<file path="config.mk">
export PLATFORM = sky130hd
export DESIGN_NAME = scaled_fmt_encoder
export DESIGN_NICKNAME = d
export VERILOG_FILES = /design/src/rtl/scaled_fmt_encoder.sv
export SDC_FILE = /design/constraint.sdc
export NUM_CORES = 1
export LEC_CHECK = 0
export BUFFER_PORTS_ARGS = -buffer_cell sky130_fd_sc_hd__buf_2
export CAP_MARGIN = 20
export CELL_PAD_IN_SITES_DETAIL_PLACEMENT = 1
export CELL_PAD_IN_SITES_GLOBAL_PLACEMENT = 1
export CORE_ASPECT_RATIO = 2
export CORE_MARGIN = 2
export CORE_UTILIZATION = 36
export DETAILED_ROUTE_END_ITERATION = 6
export PLACE_DENSITY_LB_ADDON = 0.12
export SLEW_MARGIN = 25
export SYNTH_ARGS = -nofsm -noshare
export SYNTH_HDL_FRONTEND = slang
export SYNTH_SLANG_ARGS = --single-unit
</file>
<file path="constraint.sdc">
create_clock -name clk -period 5 [get_ports clk]
set_input_delay 1.5 -clock clk [delete_from_list [all_inputs] [get_ports clk]]
set_output_delay 1.5 -clock clk [all_outputs]
set_load 0.1 [all_outputs]
</file>
<file path="src/rtl/scaled_fmt_encoder.sv">
// Renormalises a wide signed Q.7 value onto the 16-bit {scale[2:0], mantissa[12:0]} bus.
// Latency k+2 cycles for k right-shifts (2..9); output held while out_ready is low, no input accepted until drained.
module scaled_fmt_encoder #(
  parameter int IN_W   = 24,
  parameter int ROUND  = 1,
  parameter int SAT_EN = 1
) (
  input  logic            clk,
  input  logic            reset,
  input  logic            in_valid,
  output logic            in_ready,
  input  logic [IN_W-1:0] in_data,
  output logic            out_valid,
  input  logic            out_ready,
  output logic [15:0]     out_data,
  output logic            out_invalid,
  output logic            busy
);

  typedef enum logic [1:0] {S_IDLE, S_SHIFT, S_ROUND, S_OUT} state_t;

  state_t            state_q, state_d;
  logic [IN_W-1:0]   acc_q, acc_d;
  logic [2:0]        scale_q, scale_d;
  logic              guard_q, guard_d;
  logic              ovf_q, ovf_d;
  logic              out_valid_q, out_valid_d;
  logic [15:0]       out_data_q, out_data_d;
  logic              out_invalid_q, out_invalid_d;

  logic [IN_W-1:0]   acc_hi;
  logic              fit;
  logic              rnd_bit;
  logic [13:0]       r;

  // acc fits the 13-bit mantissa when everything from bit 12 up is sign copies
  assign acc_hi  = IN_W'($signed(acc_q) >>> 12);
  assign fit     = (acc_hi == '0) || (acc_hi == '1);
  assign rnd_bit = (ROUND != 0) ? guard_q : 1'b0;
  assign r       = {acc_q[12], acc_q[12:0]} + {13'd0, rnd_bit};

  always_ff @(posedge clk) begin
    if (!reset) begin
      state_q       <= S_IDLE;
      acc_q         <= '0;
      scale_q       <= '0;
      guard_q       <= 1'b0;
      ovf_q         <= 1'b0;
      out_valid_q   <= 1'b0;
      out_data_q    <= 16'h0000;
      out_invalid_q <= 1'b0;
    end else begin
      state_q       <= state_d;
      acc_q         <= acc_d;
      scale_q       <= scale_d;
      guard_q       <= guard_d;
      ovf_q         <= ovf_d;
      out_valid_q   <= out_valid_d;
      out_data_q    <= out_data_d;
      out_invalid_q <= out_invalid_d;
    end
  end

  always_comb begin
    state_d       = state_q;
    acc_d         = acc_q;
    scale_d       = scale_q;
    guard_d       = guard_q;
    ovf_d         = ovf_q;
    out_valid_d   = out_valid_q;
    out_data_d    = out_data_q;
    out_invalid_d = out_invalid_q;
    case (state_q)
      S_IDLE: begin
        if (in_valid) begin
          acc_d   = in_data;
          scale_d = 3'd7;
          guard_d = 1'b0;
          ovf_d   = 1'b0;
          state_d = S_SHIFT;
        end
      end
      S_SHIFT: begin
        if (fit) begin
          state_d = S_ROUND;
        end else if (scale_q == 3'd0) begin
          ovf_d   = 1'b1;
          state_d = S_ROUND;
        end else begin
          acc_d   = IN_W'($signed(acc_q) >>> 1);
          guard_d = acc_q[0];
          scale_d = scale_q - 3'd1;
        end
      end
      S_ROUND: begin
        if (ovf_q) begin
          out_invalid_d = 1'b1;
          if (SAT_EN != 0)
            out_data_d = {3'd0, acc_q[IN_W-1] ? 13'h1000 : 13'h0FFF};
          else
            out_data_d = {3'd0, acc_q[12:0]};
        end else if (r == 14'd4096) begin
          // Round-up carried out of the mantissa: drop one scale step, which is exact
          if (scale_q != 3'd0) begin
            out_data_d    = {scale_q - 3'd1, 13'h0800};
            out_invalid_d = 1'b0;
          end else begin
            out_data_d    = {3'd0, 13'h0FFF};
            out_invalid_d = 1'b1;
          end
        end else begin
          out_data_d    = {scale_q, r[12:0]};
          out_invalid_d = 1'b0;
        end
        out_valid_d = 1'b1;
        state_d     = S_OUT;
      end
      S_OUT: begin
        if (out_ready) begin
          out_valid_d = 1'b0;
          state_d     = S_IDLE;
        end
      end
      default: state_d = S_IDLE;
    endcase
  end

  assign in_ready    = (state_q == S_IDLE);
  assign busy        = (state_q != S_IDLE);
  assign out_valid   = out_valid_q;
  assign out_data    = out_data_q;
  assign out_invalid = out_invalid_q;

endmodule

</file>
* Word-level counts from Yosys, hierarchy flattened
Index checks and enable logic that the tools add are counted.
Widths: inputs -> output; s select.
** Operators by class
- Reductions and logical operators :: 13
- Bitwise logic cells :: 1
- Equality and inequality tests :: 11
- Muxes and demuxes :: 29
- $add $sub $neg :: 2
** Operator list (count)
- $mux 16 :: 3
- $pmux 24 s2 :: 1
- $mux 23 :: 2
- $eq 24x24->1 const B :: 1
- $logic_not 24->1 :: 1
- $mux 24 :: 1
- $add 13x2->14 :: 1
- $eq 14x13->1 const B :: 1
- $mux 13 :: 1
- $ne 2x2->1 const B :: 5
- $mux 1 :: 9
- $mux 3 :: 3
- $mux 2 :: 4
- $pmux 2 s4 :: 1
- $reduce_and 4->1 :: 2
- $pmux 1 s2 :: 3
- $pmux 3 s2 :: 1
- $reduce_and 3->1 :: 2
- $reduce_bool 2->1 :: 3
- $eq 2x2->1 const B :: 2
- $logic_not 3->1 :: 1
- $ne 3x3->1 const B :: 1
- $reduce_bool 3->1 :: 1
- $sub 3x1->3 const B :: 1
- 5 further kinds :: 5
** Storage, ports and cells
- Output and inout port bits :: 20
- Register bits :: 49
- Input port bits :: 28

* Logic depth before layout (Yosys ltp)
- Depth after elaboration :: 4
- Depth in mapped cells :: 9

* Worst setup path after synthesis
Ideal clock, no wire load.
- Path kind :: flip-flop to output port
- Start :: reg state_q[0]
- End :: out busy
- Data required time :: 3.500 ns
- Path buffers :: 0
- Stages on the path, launching flop included :: 4
- Arrival time :: 1.992 ns
- Path slack :: 1.508 ns
- Path through :: dfxtp_1 inv_1 ha_1 inv_1
** On the way
- Word-level cells in the longest chain between the ends :: 1
** RTL lines
- from (decl) :: RTL line 22 : state_t state_q, state_d;
- from (signal assigned) :: RTL line 53 : state_q <= state_d;
- $reduce_bool 2->1 :: RTL line 129 : assign busy = (state_q != S_IDLE);
- to (decl) :: RTL line 17 : output logic busy
Every way passes these cells.

* Worst setup path in the final report
Ends and elaborated chain as after synthesis.

==> summary.md <==
| Metric | Value |
|---|---|
| RSZ-0062 raised after global routing | no |
| Max-Cap Viols | 0 |
| Status | completed |
| Mean post-synth cell area | 8.37 µm² |
| Top_reg_cell synth | dfxtp_1 |
| Die W | 66.8 µm |
| Number of flops mapped to enable cells by yosys | 0 |
| Place WS | 1.92 ns |
| Post-DP Area | 3110 µm² |
| DR pass1 iterations | 4 |
| Share of layout cells above drive strength 1 | 17.1% |
| PD cells | 653 nW/µm² |
| Via density | 5.41 |
| Number of I/O pins | 48 |
| # DRC | 0 |
| Final count of hold timing violations | 0 |
| Hold WS | 0.485 ns |
| Final TNS setup | 0 ns |
| Fin Clk Skew | 0.00513 ns |
| Hold crit path type | reg2reg |
| Critical Path RT | 3.50 ns |
| Synthesized area | 2840 µm² |
| N_diodes | 0 |
| TritonCTS clock tree | yes |
| Drt total wl | 7.30 mm |
| Routed Antenna Nets | 0 |
| GRT Total Usage | 18.7% |
| Ys Warns | 0 |
| Number of hold buffers added after cts | 0 |
| DR iter-0 viols | 92 |
| Row cnt | 45 |
| Via Count | 2505 |
| Final Wtd Congestion | 0.779 |
| Pin count of the biggest net entering global routing | 48 |
| Number of global-route vias before repair | 2581 |
| Slew Viols, Final | 0 |
| Deepest clock path buffer count | 2 |
| Initial antenna violation count | 0 |
| Syn nets | 375 |
| CTS Sinks | 49 |
| Die footprint | 8650 µm² |
| Post-synthesis sequential area ratio | 34.6% |
| Startpoint types | register |
| CP endpoint kind | primary output |
| Worst-Skew Late Latency | 0.29 ns |
| Grt total ovfl | 0 |
| Lkg Pwr | 1.55 nW |
| Slew of the pin with the lowest slew margin | 0.876 ns |
| CTS buffer count | 5 |
| CTS root buf | clkbuf_16 |
| Final cell count without fillers | 463 |
| Final setup vio count | 0 |
| Post-DP HPWL | 5.55 mm |
| WS Path Type | reg2out |
| Crit path time final | 3.04 ns |
| Asr flop ratio synth | 0% |
| Clock transition at path regs | 0.06 ns |
| PortBufs | 47 |
| Floorplan Core Area | 7600 µm² |
| Worst Slack Setup Final | 1.96 ns |
| Dpl cells | 455 |
| Avg WL per Cell | 15.8 µm |
| Yosys reg bits | 49 |
| Area growth syn-to-layout | 15.6% |
| Post-CTS setup buffers | 0 |
| Net count, final | 404 |
| Post-synth cell types | 50 |
| Fmax | 329 MHz |
| Period utilization | 60.8% |
| Max IR drop VDD | 0.296 mV |
| Synth Instances | 339 |
| Initial Util | 37.3% |
| CP Max Fanout | 6 |
| Rel. slew slack | 41.5% |
| Post-route cell area | 3280 µm² |
| WP data arrival | 1.54 ns |
| Post-cts sizing count | 0 |
| Die Ht | 130 µm |
| CTS H-tree lvls | 2 |
| First-pass GRT wire length | 12.4 mm |
-- registers in the layout, summed over array words and instances (netlist names) --
| name | cells |
|---|---|
| acc_q | 24 |
| out_data | 16 |
| scale_q | 3 |
| state_q | 2 |
| guard_q | 1 |
| out_invalid | 1 |
| out_valid | 1 |
| ovf_q | 1 |
-- synthesized netlist by cell type (all sizes together), types with 3 or more instances --
| cell | number | share of area [%] |
|---|---|---|
| ha | 8 | 3.5 |
| xnor2 | 5 | 1.5 |
| nand2b | 6 | 1.3 |
| xor2 | 6 | 1.9 |
| inv | 15 | 2.0 |
| dfxtp | 49 | 35 |
| a21oi | 13 | 2.4 |
| mux2i | 26 | 9.2 |
| nor3 | 7 | 1.2 |
| nor4 | 6 | 1.9 |
| nand2 | 39 | 5.2 |
| a211oi | 3 | 0.79 |
| or3 | 3 | 0.66 |
| o211a | 25 | 8.8 |
| nor2b | 8 | 1.8 |
| nand3 | 10 | 1.9 |
| nand3b | 3 | 0.93 |
| o21ai | 21 | 3.7 |
| nor2 | 29 | 3.8 |
| clkbuf | 20 | 2.7 |
| buf | 7 | 1.8 |
| nand4 | 7 | 1.5 |
-- power by group --
group,internal [W],switching [W]
Clock,0.000250,0.000142
Combinational,0.000372,0.000724
Sequential,0.000507,0.000145
Total,0.00113,0.00101
-- layer usage --
layer	track usage [%]	up-vias	part of all wire [%]
li1	-	1253	-
met1	19.8	1194	40
met2	35.4	47	55
met3	2.78	11	3.0
met4	7.56	0	2.4
met5	0	-	0
-- cell families (layout without fill, tap and decap cells) --
group | Yosys count | after routing | synth area share (%)
AOI/OAI and AO/OA | 78 | 78 | 20.9
muxes | 26 | 26 | 9.18
buffers and inverters | 42 | 72 | 6.53
xor gates and xnor gates | 11 | 11 | 3.40
and+or+nand+nor | 125 | 125 | 21.9
adders and majority gates | 8 | 8 | 3.53
DFF | 49 | 49 | 34.6
-- final cells by class --
cell class / instances / area [µm²]
Timing Repair Buffer: 49 / 270
Inverter: 15 / 56.3
Clock buffer: 7 / 143
Multi-Input combinational cell: 248 / 1680
Sequential cell: 49 / 981
Fill cell: 940 / 4320
Tap cell: 94 / 118
Clock inverter: 1 / 30.0
-- placed cells by master, fill, tap and decap left out, types with 2 or more instances in the layout --
master      n
nor4_1      5
and3_1      2
o21ai_0    21
a21oi_1    11
a211oi_1    3
mux2i_1    26
a21boi_0    2
nor2b_1     8
inv_1      15
nand2_1    39
nor2_1     29
xnor2_1     5
nor3_1      7
clkbuf_16   5
nand4_1     7
dfxtp_1    49
nand3_1     9
ha_1        8
or3_1       3
nand2b_1    6
nand3b_1    2
o211a_1    25
xor2_1      6
buf_2      47
and2_1      2
-- final timing paths --
| kind | endpoint | slack [ns] | depth (start not counted) | startpoint |
|---|---|---|---|---|
| worst min-delay path | out_data[12]$_SDFFE_PN0P_ | 0.49 | 1 | out_data[12]$_SDFFE_PN0P_ |
| worst max register to register | out_data[5]$_SDFFE_PN0P_ | 2.06 | 8 | acc_q[0]$_SDFFE_PN0P_ |
| worst min register to register | out_data[12]$_SDFFE_PN0P_ | 0.49 | 1 | out_data[12]$_SDFFE_PN0P_ |
| worst max-delay path | busy | 1.96 | 4 | state_q[0]$_SDFFE_PN0P_ |
-- critical path, stage by stage (launching register included) --
cell,delay [ns]
dfxtp_1,0.37
inv_1,0.09
ha_1,0.27
inv_1,0.09
buf_2,0.42
-- per-stage QoR --
stage	power, W	utilization [%]
final	0.00214	43.1
after global routing	0.00230	43.1
after floorplan	0.00153	-
after global placement	0.00171	40.5
after CTS	0.00217	43.1
after detailed placement	0.00177	40.9
No activity file was read; power rests on OpenSTA's default activity.
